--- src/rtl/rocketcpu_ram_arbiter_pkg.sv ---
// rtl/rocketcpu_ram_arbiter_pkg.sv - shared widths, FSM encoding and helpers for the SPRAM arbiter
package rocketcpu_ram_arbiter_pkg;

  localparam int WB_AW = 32;
  localparam int WB_DW = 32;
  localparam int WB_SW = 4;

  typedef enum logic [1:0] {
    ST_IDLE  = 2'd0,
    ST_BUSY  = 2'd1,
    ST_DRAIN = 2'd2
  } state_t;

  function automatic int wrap_inc(input int idx, input int n);
    return (idx == n - 1) ? 0 : idx + 1;
  endfunction

endpackage

--- src/rtl/rocketcpu_rr_picker.sv ---
// rtl/rocketcpu_rr_picker.sv - combinational round-robin picker: first requester at or after ptr
module rocketcpu_rr_picker #(
  parameter int N  = 3,
  parameter int IW = $clog2(N)
) (
  input  logic [N-1:0]  req,
  input  logic [IW-1:0] ptr,
  output logic [N-1:0]  gnt,
  output logic [IW-1:0] idx,
  output logic          any
);

  always_comb begin
    gnt = '0;
    idx = '0;
    any = 1'b0;
    for (int i = 0; i < N; i++) begin
      if (!any && req[(int'(ptr) + i) % N]) begin
        any                         = 1'b1;
        gnt[(int'(ptr) + i) % N]    = 1'b1;
        idx                         = IW'((int'(ptr) + i) % N);
      end
    end
  end

endmodule

--- src/rtl/rocketcpu_ram_arbiter.sv ---
// rtl/rocketcpu_ram_arbiter.sv - round-robin Wishbone arbiter in front of the single-port SPRAM
module rocketcpu_ram_arbiter
  import rocketcpu_ram_arbiter_pkg::*;
#(
  parameter int N_MASTERS = 3,
  parameter int TIMEOUT   = 15,
  parameter int SLAVE_LAT = 2
) (
  input  logic                       i_wb_clk,
  input  logic                       i_wb_rst_n,
  input  logic [WB_AW*N_MASTERS-1:0] i_m_adr,
  input  logic [WB_DW*N_MASTERS-1:0] i_m_dat,
  input  logic [WB_SW*N_MASTERS-1:0] i_m_sel,
  input  logic [N_MASTERS-1:0]       i_m_we,
  input  logic [N_MASTERS-1:0]       i_m_cyc,
  output logic [WB_DW-1:0]           o_m_rdt,
  output logic [N_MASTERS-1:0]       o_m_ack,
  output logic [N_MASTERS-1:0]       o_m_err,
  output logic [WB_AW-1:0]           o_s_adr,
  output logic [WB_DW-1:0]           o_s_dat,
  output logic [WB_SW-1:0]           o_s_sel,
  output logic                       o_s_we,
  output logic                       o_s_cyc,
  input  logic [WB_DW-1:0]           i_s_rdt,
  input  logic                       i_s_ack
);

  localparam int IW = $clog2(N_MASTERS);
  localparam int TW = $clog2(TIMEOUT) + 1;
  localparam int CW = $clog2(SLAVE_LAT) + 1;

  state_t               state, state_d;
  logic [N_MASTERS-1:0] grant, grant_d;
  logic [IW-1:0]        gidx, gidx_d;
  logic [IW-1:0]        rr_ptr, rr_ptr_d;
  logic [TW-1:0]        timer, timer_d;
  logic [CW-1:0]        drain_cnt, drain_d;

  logic [N_MASTERS-1:0] pick_gnt;
  logic [IW-1:0]        pick_idx;
  logic                 pick_any;

  rocketcpu_rr_picker #(
    .N  (N_MASTERS),
    .IW (IW)
  ) u_picker (
    .req (i_m_cyc),
    .ptr (rr_ptr),
    .gnt (pick_gnt),
    .idx (pick_idx),
    .any (pick_any)
  );

  always_ff @(posedge i_wb_clk or negedge i_wb_rst_n) begin
    if (!i_wb_rst_n) begin
      state     <= ST_IDLE;
      grant     <= '0;
      gidx      <= '0;
      rr_ptr    <= '0;
      timer     <= '0;
      drain_cnt <= '0;
    end else begin
      state     <= state_d;
      grant     <= grant_d;
      gidx      <= gidx_d;
      rr_ptr    <= rr_ptr_d;
      timer     <= timer_d;
      drain_cnt <= drain_d;
    end
  end

  always_comb begin
    state_d  = state;
    grant_d  = grant;
    gidx_d   = gidx;
    rr_ptr_d = rr_ptr;
    timer_d  = timer;
    drain_d  = drain_cnt;
    o_s_cyc  = 1'b0;
    o_s_adr  = '0;
    o_s_dat  = '0;
    o_s_sel  = '0;
    o_s_we   = 1'b0;
    o_m_rdt  = '0;
    o_m_ack  = '0;
    o_m_err  = '0;

    case (state)
      ST_IDLE: begin
        timer_d = '0;
        if (pick_any) begin
          grant_d  = pick_gnt;
          gidx_d   = pick_idx;
          rr_ptr_d = IW'(wrap_inc(int'(pick_idx), N_MASTERS));
          state_d  = ST_BUSY;
        end
      end

      ST_BUSY: begin
        // A master that drops cyc takes the slave cycle down with it in the same cycle.
        o_s_cyc = i_m_cyc[gidx];
        o_s_adr = i_m_adr[int'(gidx)*WB_AW +: WB_AW];
        o_s_dat = i_m_dat[int'(gidx)*WB_DW +: WB_DW];
        o_s_sel = i_m_sel[int'(gidx)*WB_SW +: WB_SW];
        o_s_we  = i_m_we[gidx];
        o_m_rdt = i_s_rdt;
        timer_d = timer + TW'(1);
        if (i_s_ack) begin
          o_m_ack = grant;
          timer_d = '0;
          state_d = ST_IDLE;
        end else if (!i_m_cyc[gidx]) begin
          timer_d = '0;
          drain_d = '0;
          state_d = ST_DRAIN;
        end else if (timer == TW'(TIMEOUT - 1)) begin
          o_m_err = grant;
          timer_d = '0;
          drain_d = '0;
          state_d = ST_DRAIN;
        end
      end

      ST_DRAIN: begin
        // Late acks from the abandoned cycle land here and are dropped.
        drain_d = drain_cnt + CW'(1);
        if (drain_cnt == CW'(SLAVE_LAT - 1)) begin
          drain_d = '0;
          state_d = ST_IDLE;
        end
      end

      default: state_d = ST_IDLE;
    endcase
  end

endmodule

--- config.mk ---
export PLATFORM = sky130hd
export DESIGN_NAME = rocketcpu_ram_arbiter
export DESIGN_NICKNAME = d
export VERILOG_FILES = /design/src/rtl/rocketcpu_ram_arbiter_pkg.sv /design/src/rtl/rocketcpu_rr_picker.sv /design/src/rtl/rocketcpu_ram_arbiter.sv
export SDC_FILE = /design/constraint.sdc
export NUM_CORES = 1
export LEC_CHECK = 0
export BUFFER_PORTS_ARGS = -buffer_cell sky130_fd_sc_hd__clkbuf_2
export CAP_MARGIN = 20
export CORE_AREA = 2 2 136 138
export CTS_CLUSTER_DIAMETER = 100
export DETAILED_ROUTE_END_ITERATION = 7
export DIE_AREA = 0 0 138 140
export GPL_TIMING_DRIVEN = 0
export HOLD_SLACK_MARGIN = 0.08
export PLACE_DENSITY = 0.47
export SLEW_MARGIN = 0
export SYNTH_ARGS = -nofsm -noshare
export SYNTH_HDL_FRONTEND = slang
export SYNTH_SLANG_ARGS = --single-unit
--- constraint.sdc ---
create_clock -name i_wb_clk -period 1.8 [get_ports i_wb_clk]
set_input_delay 0.09 -clock i_wb_clk [delete_from_list [all_inputs] [get_ports i_wb_clk]]
set_output_delay 0.09 -clock i_wb_clk [all_outputs]
set_load 0.03 [all_outputs]
After elaboration in Yosys (flattened, before gate mapping). Index checks and enable logic that the tools add are counted.

Equal/unequal tests: 10. Bitwise operators: 2. Mux-type cells: 56. $add $sub $neg: 5. Shift-type cells: 3. Reduce and logical (&&, ||, !) cells: 13. Order comparisons: 7. Divide/modulo/power cells: 3.

Operators with widths (count): variable part select 96 x 8 -> 32 bit (2); >= comparator 32 x 1 -> 1 bit, second input constant (3); < comparator 32 x 4 -> 1 bit, second input constant (3); 2-to-1 mux 32 bit (3); remainder unit 32 x 3 -> 32 bit, second input constant (2); remainder unit 3 x 3 -> 32 bit, second input constant (1); 2-to-1 mux 3 bit (9); 2-to-1 mux 2 bit (13); 2-to-1 mux 1 bit (16); 2-to-1 mux 5 bit (3); variable part select 12 x 5 -> 4 bit (1); binary-select mux 1 bit (select 2 bit) (5); one-hot mux 5 bit (2 select lines) (1); demux 1 bit (select 2 bit) (3); inequality test 2 bit, second input constant (3); bitwise OR 3 bit (2); one-hot mux 2 bit (3 select lines) (1); AND reduction 3 bit (2); adder 5 x 1 -> 5 bit, second input constant (1); == test 5 x 4 -> 1 bit, second input constant (1); logical AND 1 bit (5); adder 2 x 1 -> 2 bit, second input constant (2); == test 2 x 1 -> 1 bit, second input constant (2); == test 2 bit, second input constant (2); 11 further kinds (13).

Flip-flop bits (word level): 16. Logic and storage cells: 105. Output and inout port bits: 108. Input bits: 245.

Longest topological paths before layout.
Word-level depth: 13. Gate-level depth with buffers: 9. Gate-level depth less buffers: 7.

Cells and area by module. From an unflattened synthesis, not the netlist that was laid out.

Cell total of the unflattened synthesis: 472. Area total of the unflattened synthesis: 3106.7 um2.

By module, submodules not included: rocketcpu_ram_arbiter (area an instance 2725.1 um2, seq. area each 400.4 um2, cells an instance 420, instances 1); rocketcpu_rr_picker (area an instance 381.6 um2, seq. area each 0.0 um2, cells an instance 52, instances 1).

Least setup slack after synthesis. No wires, ideal clock.

Path type: register to register. Start point: register rr_ptr[1]. End point: register gidx[1]. Data arrival time: 1.821 ns. Period minus slack after synthesis: 1.945 ns. Buffers on the path: 2. Setup time: 0.125 ns. Stages on the path, launching flop included: 9. Setup slack: -0.145 ns. Data required time: 1.675 ns. Cell sequence: dfrtp_1 inv_1 ha_1 buf_4 mux2i_1 o21ai_1 o31ai_2 buf_4 mux2_2.

Longest elaborated chain between the ends: 12. Elaborated cells on any way between the ends: 25. Those cells by class: 2 x add/sub; 3 x div; 15 x mux; 5 x reduce/logical.

Ends and longest elaborated chain: start: declaration (RTL line rocketcpu_ram_arbiter.sv:35) `logic [IW-1:0] rr_ptr, rr_ptr_d;`; start signal: assignment (RTL line rocketcpu_ram_arbiter.sv:66) `rr_ptr <= rr_ptr_d;`; branches (longest 12 deep; another with remainder unit 32 x 3 -> 32 bit); end signal: assignment (RTL line rocketcpu_ram_arbiter.sv:65) `gidx <= gidx_d;`; end: declaration (RTL line rocketcpu_ram_arbiter.sv:34) `logic [IW-1:0] gidx, gidx_d;`.

Parallel ways; which one is timed is not known. The select of a mux whose other input is x is not followed. A chain may end at the register's enable or synchronous reset.

Worst setup path in the final report.
Start point: register rr_ptr[1]. End point: register grant[2].

Longest elaborated chain between the ends: 12. Elaborated cells on any way between the ends: 42. Those cells by class: 2 x add/sub; 3 x div; 6 x order compare; 21 x mux; 2 x bitwise; 8 x reduce/logical.

Ends and longest elaborated chain: branches (longest 12 deep; another with remainder unit 32 x 3 -> 32 bit); end signal: assignment (RTL line rocketcpu_ram_arbiter.sv:64) `grant <= grant_d;`; end: declaration (RTL line rocketcpu_ram_arbiter.sv:33) `logic [N_MASTERS-1:0] grant, grant_d;`.

Parallel ways; which one is timed is not known. The select of a mux whose other input is x is not followed.

==> flow_summary_export.csv <==
group,metric,value,unit
flow_run,drv_cap,0,
run_status,outcome,"complete, but fails checks",
floorplanning,start_util,17.0,%
yosys,syn_inst,463,
yosys,synth.most_common_cell,"nor2_1",
timing,setup_viol,25,
min_path,hold_path.class,"in -> async",
floorplanning,rows,49,
floorplanning,io_pins,353,
setup_path,cp-start-kind,"flip-flop",
detailed_routing,wl_met3,1100,um
yosys,synth_fp_nets,714,
floorplanning,fp.dieW,138,um
setup_path,crit_path_end_kind,"flip-flop",
global_routing,first_global_vias,4603,
setup_path,cp.required,1.93,ns
placement,placed_area,0.00508,mm^2
detailed_routing,drt-initial-drc-count,107,
final_layout,syn2layout_area_growth,124,%
yosys,synth-seq-cells,16,
run_status,violations,"setup timing",
detailed_routing,antenna_left,0,
detailed_routing,drt_wl_total,17500,um
timing,fin_crit_sh,108,%
global_routing,antenna_found_initial,0,
timing,grt_setup_unrepaired,"true",
placement,hpwlAfterDp,13000,um
detailed_routing,wl_per_cell,16.1,um
clocking,clock_path_buffers,2,
clocking,ctsRootBufferMaster,"clkbuf_16",
yosys,synth_area_leaders,"mux2i_1, nor2_1, dfrtp_1",
final_layout,design_area,0.00677,mm^2
yosys,avgSynthCellArea,6.53,um^2
timing,tightest_slew,0.423,ns
clocking,clk_latency,0.25,ns
yosys,yosysWarnings,0,
detailed_routing,drc,0,
timing,fin_tns_setup,-1.25,ns
yosys,netlist_area,0.00302,mm^2
floorplanning,core_area,0.0178,mm^2
clocking,tritoncts,"built",
setup_path,worstPathMaxFanout,5,
placement,port_buffers,352,
yosys,async_flop_share,100,%
floorplanning,die_h,140,um
global_routing,grt_usage,16.0,%
placement,place_inst,1044,
detailed_routing,met1_length,7510,um
yosys,yosys.area.top_type,"mux2i_1",
detailed_routing,vias_per_cell,4.32,
detailed_routing,wl_met2,8710,um
yosys,post_synth_num_cell_types,43,
clocking,path_clk_slew,0.05,ns
clocking,numCtsBuffers,3,
yosys,synthTopCellsByCount,"nor2_1, a21oi_1, mux2i_1, and2_1, clkbuf_1",
yosys,yosysSeqAreaShare,13.2,%
setup_path,r2r_setup_slack,-0.15,ns
setup_path,arrival,2.08,ns
timing,slew_viol_final,0,
global_routing,grt_max_degree,17,
global_routing,grt_pass1_wl,25100,um
placement,gp_congestion,0.812,
timing,hold_ws,0.311,ns
timing,post-route-min-period,1.95,ns
floorplanning,dieArea,0.0193,mm^2
pwr,power.density,1760,mW/mm^2
detailed_routing,drt_first_pass_iters,4,
detailed_routing,dr.max_layer_used,"met4",
global_routing,gr-total-overflow,0,
timing,hold_viol_final,0,
clocking,htree_levels,1,
yosys,synth_top_flop_cell,"dfrtp_1",
timing,setup_ws,-0.151,ns
timing,finClkSkew,0.00602,ns
detailed_routing,vias,4701,
final_layout,final_layout_size_suffix_gt1_share,63.9,%
final_layout,fin_cells,1088,
pwr,vdd_drop_max,636,uV
yosys,synth-edff-count,0,
timing,slew_headroom,71.8,%
setup_path,crit_type,"reg -> reg",
yosys,synth_top_area_share,24.2,%
final_layout,layout.nets,1111,
pwr,power.leakage,0.00340,uW
final_layout,antenna_cells,0,
clocking,cts_sinks,16,
timing,fmax,513,MHz
## metrics by stage
stage	power [uW]	worst slack, ns	utilization (%)
2_1_floorplan	5770	-0.118	-
3_3_place_gp	8070	-0.452	28.6
3_5_place_dp	8080	-0.526	28.6
4_1_cts	10600	-0.151	34.1
5_1_grt	12700	-0.240	38.1
6_report	11900	-0.151	38.1
## cell usage in the layout (no fill, tap or decap), types with 13 or more instances in the layout
cell        n
dfrtp_1    13
nor2_1    120
a21oi_1    21
buf_12     13
clkbuf_2  287
clkbuf_8   19
buf_4      76
a21oi_2    45
buf_6      14
mux2i_1    64
and2_1     35
nor2_2     21
## final timing paths
check / start / end / cells after the start
min in group i_wb_clk: i_s_ack / state[0] / 4
worst min register to register: drain_cnt[1] / drain_cnt[1] / 1
worst max-delay path: rr_ptr[1] / grant[2] / 7
worst min-delay path: i_wb_rst_n / gidx[1] / 2
max in group asynchronous: i_wb_rst_n / rr_ptr[1] / 2
worst max register to register: rr_ptr[1] / grant[2] / 7
## metal layers
| layer | track usage, % | vias to the layer above |
|---|---|---|
| met5 | 0 | - |
| met4 | 2.26 | 0 |
| met3 | 2.84 | 14 |
| met2 | 28.3 | 177 |
| met1 | 21.0 | 2158 |
| li1 | - | 2352 |
## flip-flops by register name (all words and copies together) (netlist names)
name	count
timer	5
gidx	2
grant	3
rr_ptr	2
state	2
drain_cnt	2
## repair_timing
item	in CTS	in global routing
resized for setup	179	261
endpoints found under the hold margin	16	0
pin swaps	17	54
hold buffers	1	0
setup endpoints to repair	112	113
cloned	4	4
buffers inserted	21	22
## where the power goes
part	internal [uW]	total [uW]	switching (uW)
combinational	4770	10900	6080
clock	338	486	148
sequential	483	597	114
## cell type report
| type | count | area (um^2) |
|---|---|---|
| clock buffers | 4 | 88.8 |
| multi-input cells | 400 | 2960 |
| inverters | 8 | 32.5 |
| well taps | 229 | 287 |
| fillers | 1906 | 11000 |
| flip-flops and latches | 16 | 404 |
| plain buffers | 31 | 352 |
| repair buffers | 400 | 2650 |
## worst max-delay path, cell delays in order (launching register included)
cell,delay (ns)
dfrtp_2,0.43
buf_4,0.15
ha_4,0.17
mux2i_2,0.21
mux2i_4,0.11
o31ai_4,0.30
buf_6,0.17
mux2_4,0.29
## cells by family (layout without fill, tap and decap cells)
kind of cell,count (synthesis),count (layout),synth area share (%)
multiplexers,77,77,25.8
AND/OR/NAND/NOR,217,217,32.8
flip-flops,16,16,13.2
AO/OA/AOI/OAI,99,99,18.5
XOR/XNOR,1,1,0.290
adder cells (fa/ha/maj),6,6,2.48
buffers and inverters,47,443,6.87
(Power assumes the default switching activity.)
